`src/rtl/ahbl_arbiter.sv`:
```
// rtl/ahbl_arbiter.sv - N:1 fixed-priority AHB-lite arbiter; losing address phases are parked per master.
module ahbl_arbiter #(
  parameter int N_PORTS = 2,
  parameter int W_ADDR  = 32,
  parameter int W_DATA  = 32
) (
  input  logic                        clk,
  input  logic                        rst,
  input  logic [N_PORTS-1:0]          src_hready,
  output logic [N_PORTS-1:0]          src_hready_resp,
  output logic [N_PORTS-1:0]          src_hresp,
  input  logic [N_PORTS*W_ADDR-1:0]   src_haddr,
  input  logic [N_PORTS-1:0]          src_hwrite,
  input  logic [N_PORTS*2-1:0]        src_htrans,
  input  logic [N_PORTS*3-1:0]        src_hsize,
  input  logic [N_PORTS*3-1:0]        src_hburst,
  input  logic [N_PORTS*4-1:0]        src_hprot,
  input  logic [N_PORTS-1:0]          src_hmastlock,
  input  logic [N_PORTS*W_DATA-1:0]   src_hwdata,
  output logic [N_PORTS*W_DATA-1:0]   src_hrdata,
  output logic                        dst_hready,
  input  logic                        dst_hready_resp,
  input  logic                        dst_hresp,
  output logic [W_ADDR-1:0]           dst_haddr,
  output logic                        dst_hwrite,
  output logic [1:0]                  dst_htrans,
  output logic [2:0]                  dst_hsize,
  output logic [2:0]                  dst_hburst,
  output logic [3:0]                  dst_hprot,
  output logic                        dst_hmastlock,
  output logic [W_DATA-1:0]           dst_hwdata,
  input  logic [W_DATA-1:0]           dst_hrdata
);

  localparam logic [1:0] HTRANS_IDLE = 2'b00;

  logic [N_PORTS-1:0] live;
  logic [N_PORTS-1:0] req;
  logic [N_PORTS-1:0] gnt_a;
  logic               found;

  logic [N_PORTS-1:0] buf_valid_q, buf_valid_d;
  logic [N_PORTS-1:0] gnt_d_q, gnt_d_d;

  logic [W_ADDR-1:0]  buf_haddr_q     [N_PORTS];
  logic [W_ADDR-1:0]  buf_haddr_d     [N_PORTS];
  logic               buf_hwrite_q    [N_PORTS];
  logic               buf_hwrite_d    [N_PORTS];
  logic [1:0]         buf_htrans_q    [N_PORTS];
  logic [1:0]         buf_htrans_d    [N_PORTS];
  logic [2:0]         buf_hsize_q     [N_PORTS];
  logic [2:0]         buf_hsize_d     [N_PORTS];
  logic [2:0]         buf_hburst_q    [N_PORTS];
  logic [2:0]         buf_hburst_d    [N_PORTS];
  logic [3:0]         buf_hprot_q     [N_PORTS];
  logic [3:0]         buf_hprot_d     [N_PORTS];
  logic               buf_hmastlock_q [N_PORTS];
  logic               buf_hmastlock_d [N_PORTS];

  // Lowest index with a parked or live request owns the address phase.
  always_comb begin
    live  = '0;
    req   = '0;
    gnt_a = '0;
    found = 1'b0;
    for (int i = 0; i < N_PORTS; i++) begin
      live[i] = (src_htrans[2*i +: 2] != HTRANS_IDLE) && src_hready[i];
      req[i]  = buf_valid_q[i] | live[i];
      if (req[i] && !found) begin
        gnt_a[i] = 1'b1;
        found    = 1'b1;
      end
    end
  end

  always_comb begin
    dst_haddr     = '0;
    dst_hwrite    = 1'b0;
    dst_htrans    = HTRANS_IDLE;
    dst_hsize     = '0;
    dst_hburst    = '0;
    dst_hprot     = '0;
    dst_hmastlock = 1'b0;
    for (int i = 0; i < N_PORTS; i++) begin
      if (gnt_a[i]) begin
        if (buf_valid_q[i]) begin
          dst_haddr     = buf_haddr_q[i];
          dst_hwrite    = buf_hwrite_q[i];
          dst_htrans    = buf_htrans_q[i];
          dst_hsize     = buf_hsize_q[i];
          dst_hburst    = buf_hburst_q[i];
          dst_hprot     = buf_hprot_q[i];
          dst_hmastlock = buf_hmastlock_q[i];
        end else begin
          dst_haddr     = src_haddr[W_ADDR*i +: W_ADDR];
          dst_hwrite    = src_hwrite[i];
          dst_htrans    = src_htrans[2*i +: 2];
          dst_hsize     = src_hsize[3*i +: 3];
          dst_hburst    = src_hburst[3*i +: 3];
          dst_hprot     = src_hprot[4*i +: 4];
          dst_hmastlock = src_hmastlock[i];
        end
      end
    end
  end

  always_comb begin
    buf_valid_d     = buf_valid_q;
    gnt_d_d         = gnt_d_q;
    buf_haddr_d     = buf_haddr_q;
    buf_hwrite_d    = buf_hwrite_q;
    buf_htrans_d    = buf_htrans_q;
    buf_hsize_d     = buf_hsize_q;
    buf_hburst_d    = buf_hburst_q;
    buf_hprot_d     = buf_hprot_q;
    buf_hmastlock_d = buf_hmastlock_q;
    if (dst_hready_resp) begin
      gnt_d_d     = gnt_a;
      buf_valid_d = buf_valid_q & ~gnt_a;
    end
    // A live request not accepted downstream this edge is parked; its data phase starts now.
    for (int i = 0; i < N_PORTS; i++) begin
      if (live[i] && !buf_valid_q[i] && (!gnt_a[i] || !dst_hready_resp)) begin
        buf_valid_d[i]     = 1'b1;
        buf_haddr_d[i]     = src_haddr[W_ADDR*i +: W_ADDR];
        buf_hwrite_d[i]    = src_hwrite[i];
        buf_htrans_d[i]    = src_htrans[2*i +: 2];
        buf_hsize_d[i]     = src_hsize[3*i +: 3];
        buf_hburst_d[i]    = src_hburst[3*i +: 3];
        buf_hprot_d[i]     = src_hprot[4*i +: 4];
        buf_hmastlock_d[i] = src_hmastlock[i];
      end
    end
  end

  always_comb begin
    src_hready_resp = '0;
    src_hresp       = '0;
    dst_hwdata      = '0;
    for (int i = 0; i < N_PORTS; i++) begin
      src_hready_resp[i] = gnt_d_q[i] ? dst_hready_resp : !buf_valid_q[i];
      src_hresp[i]       = gnt_d_q[i] & dst_hresp;
      if (gnt_d_q[i]) begin
        dst_hwdata = src_hwdata[W_DATA*i +: W_DATA];
      end
    end
  end

  assign dst_hready = dst_hready_resp;
  assign src_hrdata = {N_PORTS{dst_hrdata}};

  always_ff @(posedge clk) begin
    if (rst) begin
      buf_valid_q <= '0;
      gnt_d_q     <= '0;
    end else begin
      buf_valid_q <= buf_valid_d;
      gnt_d_q     <= gnt_d_d;
    end
  end

  // Payload needs no reset: it is only observed while buf_valid_q is set.
  always_ff @(posedge clk) begin
    buf_haddr_q     <= buf_haddr_d;
    buf_hwrite_q    <= buf_hwrite_d;
    buf_htrans_q    <= buf_htrans_d;
    buf_hsize_q     <= buf_hsize_d;
    buf_hburst_q    <= buf_hburst_d;
    buf_hprot_q     <= buf_hprot_d;
    buf_hmastlock_q <= buf_hmastlock_d;
  end

endmodule

```
`config.mk`:
```
export PLATFORM = sky130hd
export DESIGN_NAME = ahbl_arbiter
export DESIGN_NICKNAME = d
export VERILOG_FILES = /design/src/rtl/ahbl_arbiter.sv
export SDC_FILE = /design/constraint.sdc
export NUM_CORES = 1
export LEC_CHECK = 0
export CORE_AREA = 2 2 146 148
export CTS_CLUSTER_DIAMETER = 80
export CTS_CLUSTER_SIZE = 16
export DETAILED_ROUTE_END_ITERATION = 8
export DIE_AREA = 0 0 148 150
export HOLD_SLACK_MARGIN = 0.1
export PLACE_DENSITY = 0.67
export REMOVE_ABC_BUFFERS = 1
export SLEW_MARGIN = 15
export SYNTH_ARGS = -nofsm -noshare
export SYNTH_HDL_FRONTEND = slang
export SYNTH_SLANG_ARGS = --single-unit
export TNS_END_PERCENT = 10
```
`constraint.sdc`:
```
create_clock -name clk -period 6.5 [get_ports clk]
set_input_delay 1.95 -clock clk [delete_from_list [all_inputs] [get_ports clk]]
set_output_delay 1.95 -clock clk [all_outputs]
set_load 0.01 [all_outputs]
```
==> flow_summary.toml <==
[run_status]
status = "finished clean"

[critical_path]
path_class = "primary input to output port"
worst-r2r-cell-count = 4
slowest_delay_ns = 0.55
cp_slowest_cell = "clkdlybuf4s50_1"
critPathLaunch = "src_htrans[0]"
r2r_start = "buf_valid_q[0]"
worstPathRequired_ns = 4.55
regToRegSetupSlack_ns = 4.05
cpMostUsedCell = "clkdlybuf4s50_1"
cp-endpoint = "dst_haddr[0]"
crit_arrival_ns = 4.01
crit_chain = "clkdlybuf4s50_1 > o21ai_4 > buf_4 > o211ai_2 > a2bb2oi_2 > clkdlybuf4s50_1"
cp-start-kind = "primary input"
crit_path_max_fanout = 24
r2r_end = "buf_haddr_q[13]"
critPathCaptureType = "output port"

[clocking]
worstSkewPairLatency_ns = 0.35
clockBufferDepth = 2
numCtsBuffers = 9
cts_tree = "built"
clkSinkCount = 96
ctsHoldBuffers = 0
clkTransAtPathRegs_ns = 0.08
cts-root-buf = "clkbuf_16"
cts_resized = 0
postCtsSetupBuffers = 0
cts.htree.levels = 3

[global_routing]
grt_max_degree = 59
first_global_vias = 4596
grt_pass1_wl_um = 29210
grt_use_total = 0.1782
grt_antenna_before_repair = 0
grt-ovfl-total = 0

[synthesis]
synth_edf_count = 92
synth.yosys.seq_area_share = 0.4688
synth.distinct_cells = 30
ys.flop_type = "edfxtp_1"
syn_area_per_cell_sq_um = 13.63
syn_area_sq_mm = 0.006063
synthArstFlopShare = 0
yosysWarnings = 0
synth-seq-cells = 96
netlist_instances = 445

[detailed_routing]
routed_wirelength_um = 20430
drc = 0
wl_per_cell_um = 23.16
vias_per_cell = 5.057
via_count = 4460
drtIter0Drc = 141
dr.pass1.iters = 4
ant_nets = 0

[pwr]
power_mw = 1.731
comb_power_share = 0.268
power_frac_seq = 0.423
switchingPower_mw = 0.4755
intPower_mw = 1.256
leakage_nw = 2.754
swShare = 0.2746
ir_drop_mv = 0.1243
powerDensity_mw_per_mm2 = 204.9
p_clk_frac = 0.309

[die]
start_util = 0.2931
die_h_um = 150
die_w_um = 148
io_pins = 341
dieArea_sq_mm = 0.02220
core_area_sq_mm = 0.02069
rows = 53

[timing]
slew-limit-headroom = 0.3967
finalClockSkew_ns = 0.007578
maxSlewViolCount = 0
achievable-frequency_mhz = 167.9
finalHoldViolCount = 0
fin_hold_ws_ns = 0.5589
fin_crit_sh = 0.9165
finalSetupViolCount = 0
fin_setup_tns_ns = 0
rsz0062_at_grt = "false"
min_period_ns = 5.957
worst_pin_slew_ns = 0.9011

[flow_run]
drv_cap = 0

[cells_and_area]
drive_gt1_frac = 0.2471
utilization = 0.4083
n_antenna_cell = 0
final_common_cell = "clkdlybuf4s50_1"
syn_to_final_growth_pct = 39.31
final_cell_mix = "clkdlybuf4s50_1, edfxtp_1, a21oi_1, a2bb2oi_2, o211ai_2"
nets = 796
fill_cells = 1917

[placement]
post-dp-hpwl_um = 15090
place_congestion = 0.7826
port_buffers = 244

[worst_hold_path]
min_path_type = "register to register"
-- critical path, delay by kind of cell --
| family | cells | cell delay, ns |
|---|---|---|
| compound gates | 3 | 0.57 |
| buf+inv | 3 | 1.45 |
-- per-stage QoR --
step / area, sq um / setup slack, ns / cells
2_1_floorplan: 5202 / -0.8098 / 335
6_report: 8447 / 0.5429 / 882
3_5_place_dp: 8144 / 0.5411 / 866
3_3_place_gp: 8144 / 0.5511 / 866
4_1_cts: 8442 / 0.5309 / 882
5_1_grt: 8447 / 0.4089 / 882
-- layout make-up --
cell class,instances,area (sq um),share of cell area
clock buffer,9,225.2,0.02666
clock inverter,7,72.57,0.008591
inverter,2,7.507,0.0008888
multi-input combinational,237,2380,0.2817
sequential,96,2848,0.3371
tap,275,344.1,0.04073
timing repair buffer,256,2570,0.3043
-- synthesized netlist by cell type, types with 3 or more instances --
cell type	number	area, sq um
a21oi_1	46	230.2
dfxtp_1	4	80.08
clkbuf_1	5	18.77
nand3b_1	3	22.52
a2bb2oi_1	6	52.55
mux2_2	34	382.9
buf_6	15	168.9
mux2_1	10	112.6
buf_4	73	548.0
buf_2	14	70.07
o211ai_1	6	45.04
o211ai_2	38	475.5
nor3_1	4	20.02
nand2_1	3	11.26
edfxtp_1	92	2763
a2bb2oi_2	40	600.6
a22o_1	34	297.8
-- metal layers --
layer	global-route usage	wire length (um)
met1	0.2073	8009
met2	0.2829	9456
met3	0.09878	2659
met4	0.03857	154
met5	0.06136	151
-- cell families after synthesis --
family	after synthesis	synth area share
flip-flops	96	0.4688
buffers and inverters	112	0.1432
multiplexers	46	0.08502
AND/OR/NAND/NOR	16	0.01445
AO/OA/AOI/OAI	175	0.2885
-- worst min path at each step --
stage                     from          to  slack [ns]  cells after the start
global placement    gnt_d_q[0]  gnt_d_q[0]        0.54                      2
finish              gnt_d_q[0]  gnt_d_q[0]        0.56                      2
CTS                 gnt_d_q[0]  gnt_d_q[0]        0.56                      2
detailed placement  gnt_d_q[0]  gnt_d_q[0]        0.54                      2
floorplan           gnt_d_q[0]  gnt_d_q[0]        0.48                      2
global route        gnt_d_q[0]  gnt_d_q[0]        0.58                      2
-- power by group through the flow --
| stage | clock network (mW) | logic [mW] | registers (mW) |
|---|---|---|---|
| 2_1_floorplan | 0 | 0.194 | 0.754 |
| 3_3_place_gp | 0 | 0.463 | 0.745 |
| 3_5_place_dp | 0 | 0.467 | 0.747 |
| 4_1_cts | 0.558 | 0.470 | 0.733 |
| 5_1_grt | 0.577 | 0.495 | 0.736 |
| 6_report | 0.535 | 0.464 | 0.732 |
-- sequential cells by signal, summed over array words and instances (netlist names) --
| name | flops |
|---|---|
| buf_hsize_q | 6 |
| buf_hburst_q | 6 |
| buf_valid_q | 2 |
| buf_hprot_q | 8 |
| buf_htrans_q | 4 |
| buf_haddr_q | 64 |
| buf_hwrite_q | 2 |
| gnt_d_q | 2 |
| buf_hmastlock_q | 2 |
Power figures use the tool's default switching activity.
